`src/rtl/div_seq_ctrl.sv`:
```
// Sequences one DIV/DIVU from EX onto the shared iterative divider, stalling EX until the result is held,
// then issues one HI/LO write on the EX->MEM transfer. Handles flush, divide-by-zero bypass and a lost-completion watchdog.
module div_seq_ctrl #(
  parameter int MAX_CYCLES = 40,
  parameter int CNT_W      = 6
) (
  input  logic        clk,
  input  logic        resetn,
  input  logic        ex_valid,
  input  logic        op_div,
  input  logic        op_divu,
  input  logic [31:0] src_a,
  input  logic [31:0] src_b,
  input  logic        flush,
  input  logic        pipe_adv,
  output logic        stall_req,
  output logic        div_start,
  output logic        div_cancel,
  output logic        div_signed,
  output logic [31:0] div_dividend,
  output logic [31:0] div_divisor,
  input  logic        div_done,
  input  logic [63:0] div_result,
  output logic        hilo_we,
  output logic [31:0] hi,
  output logic [31:0] lo,
  output logic        wdog_err
);

  typedef enum logic [1:0] {IDLE = 2'd0, BUSY = 2'd1, DONE = 2'd2} state_t;

  localparam logic [CNT_W-1:0] CNT_LAST = CNT_W'(MAX_CYCLES - 1);

  state_t           state;
  state_t           state_nxt;
  logic [CNT_W-1:0] cnt;
  logic             accept;
  logic             div_zero;
  logic             done_hit;
  logic             wdog_hit;

  assign accept   = (state == IDLE) & ex_valid & (op_div | op_divu) & ~flush;
  assign div_zero = (src_b == 32'd0);
  // Flush outranks completion, completion outranks the watchdog.
  assign done_hit = (state == BUSY) & ~flush & div_done;
  assign wdog_hit = (state == BUSY) & ~flush & ~div_done & (cnt == CNT_LAST);

  always_ff @(posedge clk or negedge resetn) begin
    if (!resetn) begin
      state <= IDLE;
    end else begin
      state <= state_nxt;
    end
  end

  always_comb begin
    state_nxt = state;
    case (state)
      IDLE: begin
        if (accept) begin
          state_nxt = div_zero ? DONE : BUSY;
        end
      end
      BUSY: begin
        if (flush) begin
          state_nxt = IDLE;
        end else if (div_done || (cnt == CNT_LAST)) begin
          state_nxt = DONE;
        end
      end
      DONE: begin
        if (flush || pipe_adv) begin
          state_nxt = IDLE;
        end
      end
      default: state_nxt = IDLE;
    endcase
  end

  always_comb begin
    stall_req  = accept | (state == BUSY);
    div_cancel = (state == BUSY) & (flush | (~div_done & (cnt == CNT_LAST)));
    hilo_we    = (state == DONE) & pipe_adv & ~flush;
  end

  always_ff @(posedge clk or negedge resetn) begin
    if (!resetn) begin
      div_start    <= 1'b0;
      cnt          <= '0;
      div_signed   <= 1'b0;
      div_dividend <= 32'd0;
      div_divisor  <= 32'd0;
      hi           <= 32'd0;
      lo           <= 32'd0;
      wdog_err     <= 1'b0;
    end else begin
      div_start <= accept & ~div_zero;
      if (accept) begin
        cnt          <= '0;
        div_signed   <= op_div;
        div_dividend <= src_a;
        div_divisor  <= src_b;
      end else if (state == BUSY) begin
        cnt <= cnt + CNT_W'(1);
      end
      if (accept && div_zero) begin
        hi <= src_a;
        lo <= 32'hFFFF_FFFF;
      end else if (done_hit) begin
        hi <= div_result[63:32];
        lo <= div_result[31:0];
      end else if (wdog_hit) begin
        hi <= 32'd0;
        lo <= 32'd0;
      end
      wdog_err <= wdog_err | wdog_hit;
    end
  end

endmodule

```
`config.mk`:
```
export PLATFORM = sky130hd
export DESIGN_NAME = div_seq_ctrl
export DESIGN_NICKNAME = d
export VERILOG_FILES = /design/src/rtl/div_seq_ctrl.sv
export SDC_FILE = /design/constraint.sdc
export NUM_CORES = 1
export LEC_CHECK = 0
export ABC_AREA = 1
export CAP_MARGIN = 10
export CORE_UTILIZATION = 42
export DETAILED_ROUTE_END_ITERATION = 7
export GPL_TIMING_DRIVEN = 0
export PLACE_DENSITY = 0.82
export SYNTH_ARGS = -nofsm -noshare
export SYNTH_HDL_FRONTEND = slang
export SYNTH_SLANG_ARGS = --single-unit
```
`constraint.sdc`:
```
create_clock -name clk -period 1.6 [get_ports clk]
set_input_delay 0.16 -clock clk [delete_from_list [all_inputs] [get_ports clk]]
set_output_delay 0.16 -clock clk [all_outputs]
set_load 0.01 [all_outputs]
```
==> summary.log <==
[timing] worst rel slew slack 58.5%
[yosys] main area contributors after synthesis sky130_fd_sc_hd__dfrtp_1 (58%), sky130_fd_sc_hd__nand2_1 (23%), sky130_fd_sc_hd__nand3_1 (8.2%), sky130_fd_sc_hd__inv_1 (2.5%), sky130_fd_sc_hd__buf_2 (2.2%)
[run] max-cap violations 0
[drt] total length of routed wires 20,700 um
[yosys] Async S/R FF share, synth 100%
[yosys] Synth Area in Simple Gates 33.5%
[yosys] gate count after technology mapping 748
[yosys] xor/xnor cell area share of the yosys netlist 0%
[min_path] type of the tightest min-delay check in2reg
[timing] setup violators final 67
[timing] pins over their slew limit 0
[clocking] Sinks on Clock Net 139
[global_route] first-pass GRT wire length 30,200 um
[yosys] Compound-Gate Fraction of Synth Area 2.24%
[power_and_ir_drop] switching component of the power 0.00372 W
[cells_and_area] Net count, final 1,196
[clocking] TritonCTS Buffers 17
[timing] maximum frequency from static timing analysis 553 MHz
[worst_setup_path] highest cell delay on the worst timing path 0.40 ns
[clocking] Bufs on Longest Clock Path 2
[worst_setup_path] reg-to-reg slack, setup -0.21 ns
[floorplan] starting density of the core 43.3%
[power_and_ir_drop] part of the total power dissipated in combinational logic 29.8%
[yosys] most numerous cell types in the synthesized netlist sky130_fd_sc_hd__nand2_1 (366), sky130_fd_sc_hd__dfrtp_1 (139), sky130_fd_sc_hd__nand3_1 (99), sky130_fd_sc_hd__inv_1 (40), sky130_fd_sc_hd__buf_2 (27)
[yosys] syn avg cell area 8.07 sq um
[place] routability congestion estimate 0.833
[timing] final sum of negative setup slack -9.08 ns
[worst_setup_path] startpoint of the worst-slack reg-to-reg timing path cnt[0]
[clocking] count of H-tree levels built during CTS 4
[yosys] Mapped Nets 885
[power_and_ir_drop] portion of total power attributed to the clock network 32.9%
[floorplan] number of standard-cell rows in the floorplan 43
[worst_setup_path] number of cells on the critical path 11
[worst_setup_path] terminus of the critical flop-to-flop path hi[15]
[power_and_ir_drop] Max rail drop VDD 0.000787 V
[clocking] worst skew pair latency 0.41 ns
[outcome] violations in the final reports setup timing
[floorplan] Die Span Y 122 um
[yosys] netlist area before placement 6040 sq um
[power_and_ir_drop] Sequential Power Share 37.3%
[global_route] vias in the first global route 5,940
[yosys] Primary FF master, synth sky130_fd_sc_hd__dfrtp_1
[power_and_ir_drop] switching fraction of total power 28.2%
[cells_and_area] final cell count without fillers 1,252
[worst_setup_path] kind of end point of the critical path flop
[timing] final hold vios 0
[clocking] clock transition at the registers of the reported paths 0.06 ns
[yosys] fraction of synthesized area in multiplexers 0%
[worst_setup_path] WP data arrival 2.15 ns
[global_route] total global routing overflow 0
[drt] via-per-instance ratio 4.90
[drt] WL/cell 16.5 um
[timing] worst-margin pin slew 0.622 ns
[floorplan] Floorplan Core Area 13,900 sq um
[drt] Via Count 6,136
[worst_setup_path] cell type with the highest occurrence count on the critical path sky130_fd_sc_hd__buf_6
[worst_setup_path] r2r worst-path depth 11
[cells_and_area] share of post-route cells with drive strength above 1 14.8%
[yosys] count of yosys warnings during synthesis 0
[drt] DRC violation count after routing 0
[place] half-perimeter wire length after placement 14,200 um
[yosys] count of state elements after synthesis 139
[timing] RSZ-0062 raised after global routing true
[floorplan] IO Count 270
[outcome] status complete, but fails checks
[clocking] root cell of the clock tree sky130_fd_sc_hd__clkbuf_16
[yosys] most instantiated library cell after synthesis sky130_fd_sc_hd__nand2_1
[place] Cells after DPL 1,198
[worst_setup_path] data required time of the worst path 1.94 ns
[yosys] Post-Synth Adder-Cell Area 0.207%
[worst_setup_path] critical path, cell by cell ha_2, nand2_2, nor3_4, buf_4, buf_6, o21ai_4, buf_6, buf_6, clkbuf_16, nand3_1, nand2_1
[worst_setup_path] start-to-end type of the worst setup path reg2reg
[power_and_ir_drop] leakage 5.10 nW
[timing] clock period minus worst slack 1.81 ns
[floorplan] area enclosed by the die boundary 14,900 sq um
[worst_setup_path] standard cell with the maximum stage delay on the critical path sky130_fd_sc_hd__dfrtp_1
[cells_and_area] antenna cells 0
[power_and_ir_drop] total chip power 0.0132 W
[drt] Pre-Repair DR Iteration Count 5
[worst_setup_path] nature of the critical path startpoint flop
[yosys] share of synthesized area occupied by flip-flops and latches 57.6%
[yosys] library cell with the largest summed area after synthesis sky130_fd_sc_hd__dfrtp_1
[timing] final clock period utilization by the worst path 113%
[place] input/output buffers 269
[worst_setup_path] capturing element of the worst setup path hi[15]
[global_route] initial antenna violation count 0
[timing] Fin Clk Skew 0.00819 ns
[yosys] count of different cell masters after synthesis 25
[worst_setup_path] Critical Path Start cnt[0]
[worst_setup_path] buffering stage count on the worst path with inverters included 5
[global_route] global-route usage over all layers 27.2%
[power_and_ir_drop] Power Density 1280 nW/um^2
[power_and_ir_drop] Internal Pwr Total 0.00950 W
[clocking] clock tree from TritonCTS yes
[drt] ANT nets after route 0
[timing] Final Worst Setup Slack -0.208 ns
[worst_setup_path] largest delay contributor family on the critical path buffers and inverters
[floorplan] Die X 122 um
[drt] DRC marker count from the first detailed-route iteration 332
[global_route] pin count of the biggest net entering global routing 77
[cells_and_area] count of fill cells added during filler insertion 1,013
[cells_and_area] Area growth syn-to-layout 70.7%
[yosys] fraction of post-synthesis cell area in the top cell type by area 57.6%
[worst_setup_path] critical path fanouts, max 5
[yosys] largest family of logic cells by synthesized area simple AND/OR/NAND/NOR gates
[yosys] number of flops mapped to enable cells by yosys 0
## sequential cells by signal, summed over array words and instances, names as in the netlist
register      cells
div_dividend     32
div_start         1
hi               32
div_divisor      32
cnt               6
lo               32
state             2
wdog_err          1
div_signed        1
## power groups by stage
stage               clock [W]  sequential, W  combinational, W
detailed placement          0        0.00489           0.00369
finish                0.00435        0.00494           0.00394
global placement            0        0.00488           0.00361
floorplan                   0        0.00525          0.000878
global route          0.00456        0.00503           0.00426
CTS                   0.00439        0.00486           0.00375
## metrics by stage
step / hold slack (ns) / setup WS [ns] / util [%] / instance area, sq um
after floorplan: -0.136 / 0.118 / - / 6040
after CTS: 0.295 / -0.118 / 70.0 / 9750
after global routing: 0.224 / -0.276 / 73.9 / 10300
after detailed placement: 0.185 / -0.473 / 64.5 / 8980
final: 0.224 / -0.208 / 73.9 / 10300
after global placement: 0.452 / -5.19 / 64.3 / 8950
## metal layers
| metal | track usage, % | wire [um] | vias to the layer above |
|---|---|---|---|
| met4 | 10.3 | 425 | 0 |
| met3 | 7.35 | 1610 | 33 |
| li1 | - | - | 2956 |
| met2 | 46.2 | 10400 | 258 |
| met1 | 32.8 | 8200 | 2889 |
| met5 | 0 | 0 | - |
## worst min path at each step
stage | startpoint | slack, ns | to | cells after the start
2_1_floorplan | resetn | -0.14 | cnt[0] | 0
4_1_cts | src_b[29] | 0.30 | div_divisor[29] | 3
3_3_place_gp | cnt[5] | 0.45 | cnt[5] | 1
6_report | flush | 0.22 | state[1] | 4
3_5_place_dp | resetn | 0.19 | div_dividend[29] | 1
5_1_grt | flush | 0.22 | state[1] | 4
## final cells by class
| cell class | instances | area (sq um) | share of cell area [%] |
|---|---|---|---|
| Clock inverter | 11 | 190 | 1.85 |
| Clock buffer | 21 | 460 | 4.47 |
| Inverter | 43 | 171 | 1.66 |
| Multi-Input combinational cell | 525 | 2460 | 23.9 |
| Tap cell | 180 | 225 | 2.19 |
| Sequential cell | 139 | 3480 | 33.8 |
| Buffer | 41 | 324 | 3.15 |
| Timing Repair Buffer | 292 | 2990 | 29.0 |
## kinds of logic after synthesis
kind of cell    count (synthesis)
compound gates                 25
flops                         139
fa+ha+maj                       1
buf+inv                        84
simple gates                  499
## what timing repair did
item                                    in CTS  in global routing
hold buffers                                 1                  0
cloned                                       0                  6
setup buffers                                5                 10
pin swaps                                    5                 18
resized for setup                           37                 92
endpoints found under the hold margin       63                  0
endpoints found under the setup margin      87                112
## worst min-delay path, stage by stage
cell and delay (ns):
sky130_fd_sc_hd__dlymetal6s2s_1 0.18, sky130_fd_sc_hd__inv_2 0.10, sky130_fd_sc_hd__nand3_1 0.08, sky130_fd_sc_hd__nand3_1 0.08
## layout by cell type (no fill, tap or decap), types with 3 or more instances in the layout
master / count
sky130_fd_sc_hd__nand2_1: 343
sky130_fd_sc_hd__clkdlybuf4s50_1: 264
sky130_fd_sc_hd__dfrtp_1: 138
sky130_fd_sc_hd__nand3_1: 70
sky130_fd_sc_hd__inv_1: 39
sky130_fd_sc_hd__nand3_2: 29
sky130_fd_sc_hd__nor2_1: 24
sky130_fd_sc_hd__clkbuf_16: 22
sky130_fd_sc_hd__buf_4: 18
sky130_fd_sc_hd__o21ai_0: 16
sky130_fd_sc_hd__buf_2: 16
sky130_fd_sc_hd__nand2_2: 14
sky130_fd_sc_hd__nand2_4: 11
sky130_fd_sc_hd__buf_6: 11
sky130_fd_sc_hd__clkbuf_1: 8
sky130_fd_sc_hd__bufinv_16: 5
sky130_fd_sc_hd__buf_8: 4
sky130_fd_sc_hd__a21oi_1: 4
sky130_fd_sc_hd__clkbuf_4: 3
sky130_fd_sc_hd__clkinv_2: 3
Power figures use the tool's default switching activity.
